<file path="config.mk">
export PLATFORM = sky130hd
export DESIGN_NAME = pc_scheduler
export DESIGN_NICKNAME = d
export VERILOG_FILES = /design/src/rtl/sched_pkg.sv /design/src/rtl/pc_scheduler_rr_picker.sv /design/src/rtl/pc_scheduler.sv
export SDC_FILE = /design/constraint.sdc
export NUM_CORES = 1
export LEC_CHECK = 0
export CORE_ASPECT_RATIO = 1.75
export CORE_MARGIN = 4
export CORE_UTILIZATION = 55
export CTS_CLUSTER_DIAMETER = 60
export DETAILED_ROUTE_END_ITERATION = 16
export HOLD_SLACK_MARGIN = 0.06
export MAX_ROUTING_LAYER = met4
export PLACE_DENSITY = 0.79
export SLEW_MARGIN = 20
export SYNTH_ARGS = -nofsm -noshare
export SYNTH_HDL_FRONTEND = slang
export SYNTH_SLANG_ARGS = --single-unit
</file>
<file path="constraint.sdc">
create_clock -name clock -period 3.15 [get_ports clock]
set_input_delay 0.7875 -clock clock [delete_from_list [all_inputs] [get_ports clock]]
set_output_delay 0.7875 -clock clock [all_outputs]
set_load 0.05 [all_outputs]
</file>
<file path="src/rtl/sched_pkg.sv">
// Shared types, default parameters and helpers for the pc_scheduler slice.
package sched_pkg;

  localparam int NPROC_DEF   = 4;
  localparam int PC_W_DEF    = 32;
  localparam int QUANTUM_DEF = 16;
  localparam int PROC_ID_W   = $clog2(NPROC_DEF);

  typedef enum logic [2:0] {
    ST_IDLE   = 3'd0,
    ST_RUN    = 3'd1,
    ST_SAVE   = 3'd2,
    ST_SELECT = 3'd3,
    ST_LOAD   = 3'd4,
    ST_DONE   = 3'd5
  } sched_state_t;

  localparam sched_state_t RST_STATE = ST_IDLE;
  localparam logic         RST_FLAG  = 1'b0;

  // The datapath is frozen in every state that is part of a switch or the final halt.
  function automatic logic is_stall_state(input sched_state_t s);
    case (s)
      ST_SAVE, ST_SELECT, ST_LOAD, ST_DONE: return 1'b1;
      default:                              return 1'b0;
    endcase
  endfunction

endpackage

</file>
<file path="src/rtl/pc_scheduler_rr_picker.sv">
// rr_picker: combinational round-robin search over the active mask,
// returning the first active slot at or after 'start' (wrapping).
module rr_picker
  import sched_pkg::*;
#(
  parameter int NPROC = NPROC_DEF
) (
  input  logic [NPROC-1:0]         active,
  input  logic [$clog2(NPROC)-1:0] start,
  output logic [$clog2(NPROC)-1:0] sel,
  output logic                     found
);

  localparam int ID_W = $clog2(NPROC);

  logic [ID_W-1:0] idx_s;

  // Walk offsets from far to near so the nearest active slot is the last one kept.
  always_comb begin
    idx_s = start;
    sel   = start;
    found = |active;
    for (int i = NPROC - 1; i >= 0; i--) begin
      idx_s = start + ID_W'(i);
      sel   = active[idx_s] ? idx_s : sel;
    end
  end

endmodule

</file>
<file path="src/rtl/pc_scheduler.sv">
// pc_scheduler: round-robin time-slice scheduler in front of the PC register.
// Optional macro SCHED_STATS_EN adds the switchCnt context-switch counter output.
module pc_scheduler
  import sched_pkg::*;
#(
  parameter int NPROC   = NPROC_DEF,
  parameter int PC_W    = PC_W_DEF,
  parameter int QUANTUM = QUANTUM_DEF
) (
  input  logic                     clock,
  input  logic                     resetCPU,
  input  logic                     enable,
  input  logic                     cfgWe,
  input  logic [$clog2(NPROC)-1:0] cfgId,
  input  logic [PC_W-1:0]          cfgPc,
  input  logic                     yield,
  input  logic                     procExit,
  input  logic [PC_W-1:0]          pcAtual,
  input  logic [PC_W-1:0]          pcNextIn,
  output logic [PC_W-1:0]          pcNext,
  output logic                     stall,
  output logic                     isHalt,
  output logic [$clog2(NPROC)-1:0] procId
`ifdef SCHED_STATS_EN
  ,
  output logic [31:0]              switchCnt
`endif
);

  localparam int ID_W  = $clog2(NPROC);
  localparam int CNT_W = $clog2(QUANTUM);

  sched_state_t    state_r;
  sched_state_t    state_nxt_s;
  logic [ID_W-1:0] proc_id_r;
  logic [ID_W-1:0] sel_r;
  logic [CNT_W-1:0] slice_cnt_r;
  logic            from_idle_r;
  logic            stall_r;
  logic            halt_r;
  logic [NPROC-1:0] active_r;
  logic [PC_W-1:0] table_r [NPROC];

  logic [ID_W-1:0] start_s;
  logic [ID_W-1:0] pick_sel_s;
  logic            pick_found_s;
  logic            slice_end_s;

  assign slice_end_s = (slice_cnt_r == CNT_W'(QUANTUM - 1));
  // Leaving IDLE resumes at the current slot; any other search skips it until last.
  assign start_s     = from_idle_r ? proc_id_r : proc_id_r + ID_W'(1);

  rr_picker #(.NPROC(NPROC)) u_picker (
    .active (active_r),
    .start  (start_s),
    .sel    (pick_sel_s),
    .found  (pick_found_s)
  );

  // Next-state decision; exit beats yield beats expiry beats enable loss.
  always_comb begin
    state_nxt_s = state_r;
    case (state_r)
      ST_IDLE: begin
        if (enable && (|active_r)) state_nxt_s = ST_SELECT;
        else                       state_nxt_s = ST_IDLE;
      end
      ST_RUN: begin
        if (procExit)                             state_nxt_s = ST_SELECT;
        else if (yield || slice_end_s || !enable) state_nxt_s = ST_SAVE;
        else                                      state_nxt_s = ST_RUN;
      end
      ST_SAVE:   state_nxt_s = enable ? ST_SELECT : ST_IDLE;
      ST_SELECT: state_nxt_s = pick_found_s ? ST_LOAD : ST_DONE;
      ST_LOAD:   state_nxt_s = ST_RUN;
      ST_DONE:   state_nxt_s = ST_DONE;
      default:   state_nxt_s = ST_IDLE;
    endcase
  end

  // State register plus registered stall and one-shot halt flags.
  always_ff @(posedge clock or negedge resetCPU) begin
    if (!resetCPU) begin
      state_r     <= RST_STATE;
      from_idle_r <= RST_FLAG;
      stall_r     <= RST_FLAG;
      halt_r      <= RST_FLAG;
    end else begin
      state_r     <= state_nxt_s;
      from_idle_r <= (state_r == ST_IDLE);
      stall_r     <= is_stall_state(state_nxt_s);
      halt_r      <= (state_nxt_s == ST_DONE) && (state_r != ST_DONE);
    end
  end

  // Current slot, latched selection and slice counter.
  always_ff @(posedge clock or negedge resetCPU) begin
    if (!resetCPU) begin
      proc_id_r   <= '0;
      sel_r       <= '0;
      slice_cnt_r <= '0;
    end else begin
      if (state_r == ST_SELECT) sel_r <= pick_sel_s;
      if (state_r == ST_LOAD) begin
        proc_id_r   <= sel_r;
        slice_cnt_r <= '0;
      end else if ((state_r == ST_RUN) && (state_nxt_s == ST_RUN)) begin
        slice_cnt_r <= slice_cnt_r + CNT_W'(1);
      end
    end
  end

  // Saved-PC table and active mask; configuration only lands while idle.
  always_ff @(posedge clock or negedge resetCPU) begin
    if (!resetCPU) begin
      active_r <= '0;
      for (int i = 0; i < NPROC; i++) table_r[i] <= '0;
    end else begin
      if ((state_r == ST_IDLE) && cfgWe) begin
        table_r[cfgId]  <= cfgPc;
        active_r[cfgId] <= 1'b1;
      end
      if ((state_r == ST_RUN) && procExit) active_r[proc_id_r] <= 1'b0;
      if (state_r == ST_SAVE) table_r[proc_id_r] <= pcNextIn;
    end
  end

  // PC mux: datapath value while running, held PC while switching, restored PC on load.
  always_comb begin
    pcNext = pcNextIn;
    case (state_r)
      ST_IDLE, ST_RUN:             pcNext = pcNextIn;
      ST_SAVE, ST_SELECT, ST_DONE: pcNext = pcAtual;
      ST_LOAD:                     pcNext = table_r[sel_r];
      default:                     pcNext = pcNextIn;
    endcase
  end

  assign stall  = stall_r;
  assign isHalt = halt_r;
  assign procId = proc_id_r;

`ifdef SCHED_STATS_EN
  logic [31:0] switch_cnt_r;

  // Saturating count of completed context loads.
  always_ff @(posedge clock or negedge resetCPU) begin
    if (!resetCPU) begin
      switch_cnt_r <= 32'd0;
    end else if ((state_r == ST_LOAD) && (switch_cnt_r != 32'hFFFF_FFFF)) begin
      switch_cnt_r <= switch_cnt_r + 32'd1;
    end
  end

  assign switchCnt = switch_cnt_r;
`endif

endmodule
</file>
==> impl_metrics.ini <==
[status]
status = finished, final reports clean

[placement]
dpl-instance-area_um2 = 10600
gp_congestion = 0.862
dpl.hpwl_um = 16000
dp.cells = 1126
pre_cts_slack_ns = 0.438
io_buffer_count = 139

[worst_hold_path]
hp-class = primary input to asynchronous set/reset pin

[clocking]
cts_tree = built
cts_buffers = 17
h-tree-depth = 4
worst_skew_pair.late_latency_ns = 0.42
cts_hold_buffers = 0
clockBufferDepth = 2
cts_root_buf = clkbuf_16
clkTransAtPathRegs_ns = 0.07
cts_num_sinks = 146

[yosys]
synth_edf_count = 0
mappedNetlistArea_um2 = 8620
ys_types = 46
syn-num-nets = 957
synthTopCellsByArea = dfrtp_1 42%, mux2i_1 19%, mux4_2 8.4%
synthFlopType = dfrtp_1
ys_async_sr_fraction_pct = 100
syn_area_per_cell_um2 = 10.2
ys_seq_area_share_pct = 42.4
yosysTopAreaCellShare_pct = 42.4
synth_top_area_cell = dfrtp_1
postSynthCellCount = 848
yosysWarnings = 0
ys_ff_latch = 146

[floorplanning]
fp.coreArea_um2 = 15400
io_pins = 140
initial_core_util_pct = 56.0
fp-row-count = 60
die_y_um = 174
fp.dieW_um = 103
dieArea_um2 = 17800

[finish]
area_growth_syn_to_layout_pct = 29.5
post-route-util_pct = 72.5
finalNonFillerCells = 1158
drive_above_1_share_pct = 14.1
seqCellArea_um2 = 3650
antenna_cells = 0
design_area_um2 = 11200
multi_input_area_um2 = 4590
final_nets = 1068
nFillCells = 1031

[timing]
finalSetupViolCount = 0
holdWs_ns = 0.335
slew_violations = 0
relSlewSlack_pct = 55.0
period_share_pct = 96.7
period_minus_slack_ns = 3.05
tns_ns = 0
max_freq_mhz = 328
hold_viol = 0
skew_ns = 0.00879
rsz0062_at_grt = false
tightest_slew_ns = 0.674
worst_slack_ns = 0.104

[power]
power_density_nw_per_um2 = 1050
leakage_nw = 5.11
power.total_mw = 11.7
ir_drop_mv = 0.777

[setup_path]
endpoint_kind = primary output
required_ns = 2.36
worstReg2RegStart = state_r[1]
start_kind = flip-flop
worstPathCellList = buf_12, mux4_2, mux2i_1, o21ai_0, buf_4
reg2reg_to = table_r[18]
crit_path_max_fanout = 31
path_delay_family = multiplexers
critical-path-slowest-cell = mux4_2
critPathBufInv = 2
critPathMaxStageDelay_ns = 0.57
reg2reg_depth = 5
rrSetupSlack_ns = 0.83
path_class = flip-flop to primary output
crit_arrival_ns = 2.26

[drt]
drtAntennaViolNets = 0
wirelength_um = 24300
vias = 7191
viasPerCell = 6.21
wire_per_inst_um = 21.0
drc = 0
drtIter0Drc = 533
drtPass1Iterations = 5

[run]
maxCapViolCount = 0

[grt]
grtUsageTotal_pct = 29.3
antenna_found_initial = 0
grt_overflow = 0
grt_max_degree = 61
grt_pass1_vias = 7474
grt_pass1_wl_um = 39400
synthesized netlist by cell type, types with 2 or more instances:
cell type,n
nand2_1,135
and3_1,7
clkbuf_2,2
nor2_1,10
nand4_1,2
nand2b_1,2
a22oi_1,3
buf_6,2
inv_1,7
mux4_2,32
o21ai_1,26
clkbuf_1,35
o21ai_2,3
dfrtp_1,146
nor2b_1,2
mux2i_1,162
o21a_1,32
ha_1,5
a21oi_1,37
nand3_1,3
buf_2,29
nand3b_1,3
o21ai_0,134
buf_12,3
xor2_1,4
o211ai_1,2
area by class of cell:
cell class | instances | share of cell area [%]
tap | 186 | 2.09
clock buffer | 19 | 3.97
clock inverter | 13 | 1.33
timing repair buffer | 164 | 18.5
sequential | 146 | 32.8
multi-input combinational | 623 | 41.1
inverter | 7 | 0.235
sequential cells by signal, indices dropped and copies added (netlist names):
signal       cells
stall            1
from_idle_r      1
slice_cnt_r      4
state_r          3
active_r         4
table_r        128
procId           2
isHalt           1
sel_r            2
placed cells by master (no fill, tap or decap), types with 2 or more instances in the layout:
cell type        count
ha_1                 5
dfrtp_1            145
o21ai_1             26
clkinvlp_4           3
nor2_1               9
mux2i_1            162
inv_6                5
mux4_2              32
o211ai_1             2
o21a_1              32
nand4_1              2
nand3b_1             3
nand2_1            135
buf_12              45
a22oi_1              3
buf_4               12
o21ai_0            134
o21ai_2              3
bufinv_16            2
clkdlybuf4s50_1    106
and3_2               4
clkinv_4             2
xor2_1               4
nand3_1              3
and3_1               3
a21oi_1             37
clkbuf_16           17
inv_1                6
power breakdown:
group          total, mW  internal (mW)  switching [mW]  leakage, nW
Sequential          3.31           2.75           0.562         1.82
Combinational       6.37           3.00            3.37         3.02
Clock               2.02           1.20           0.824        0.281
Total               11.7           6.95            4.76         5.11
cell families after synthesis:
family	share of synthesized area (%)
buf+inv	4.67
fa+ha+maj	0.726
simple gates	8.62
xor+xnor	0.508
flops	42.4
compound gates	15.9
mux	27.2
timing repair:
item | CTS | global route
buffers inserted | 0 | 0
gates resized for setup | 0 | 1
setup endpoints to repair | 0 | 19
how the worst max path moves through the flow:
stage,from,to,depth (start not counted)
after floorplan,state_r[0],pcNext[0],5
after global placement,pcNextIn[25],pcNext[25],5
after detailed placement,pcNextIn[2],pcNext[2],5
after CTS,state_r[2],pcNext[6],4
after global routing,sel_r[1],pcNext[31],5
final,sel_r[1],pcNext[31],5
metal layers:
metal | vias to the layer above | track usage [%] | share of wire (%)
met5 | - | - | 0
met4 | 0 | 10.9 | 3.0
met2 | 288 | 50.2 | 55
met3 | 56 | 4.79 | 5.8
li1 | 3286 | - | -
met1 | 3561 | 33.8 | 36
Note: power is estimated with default switching activity, not from simulation.
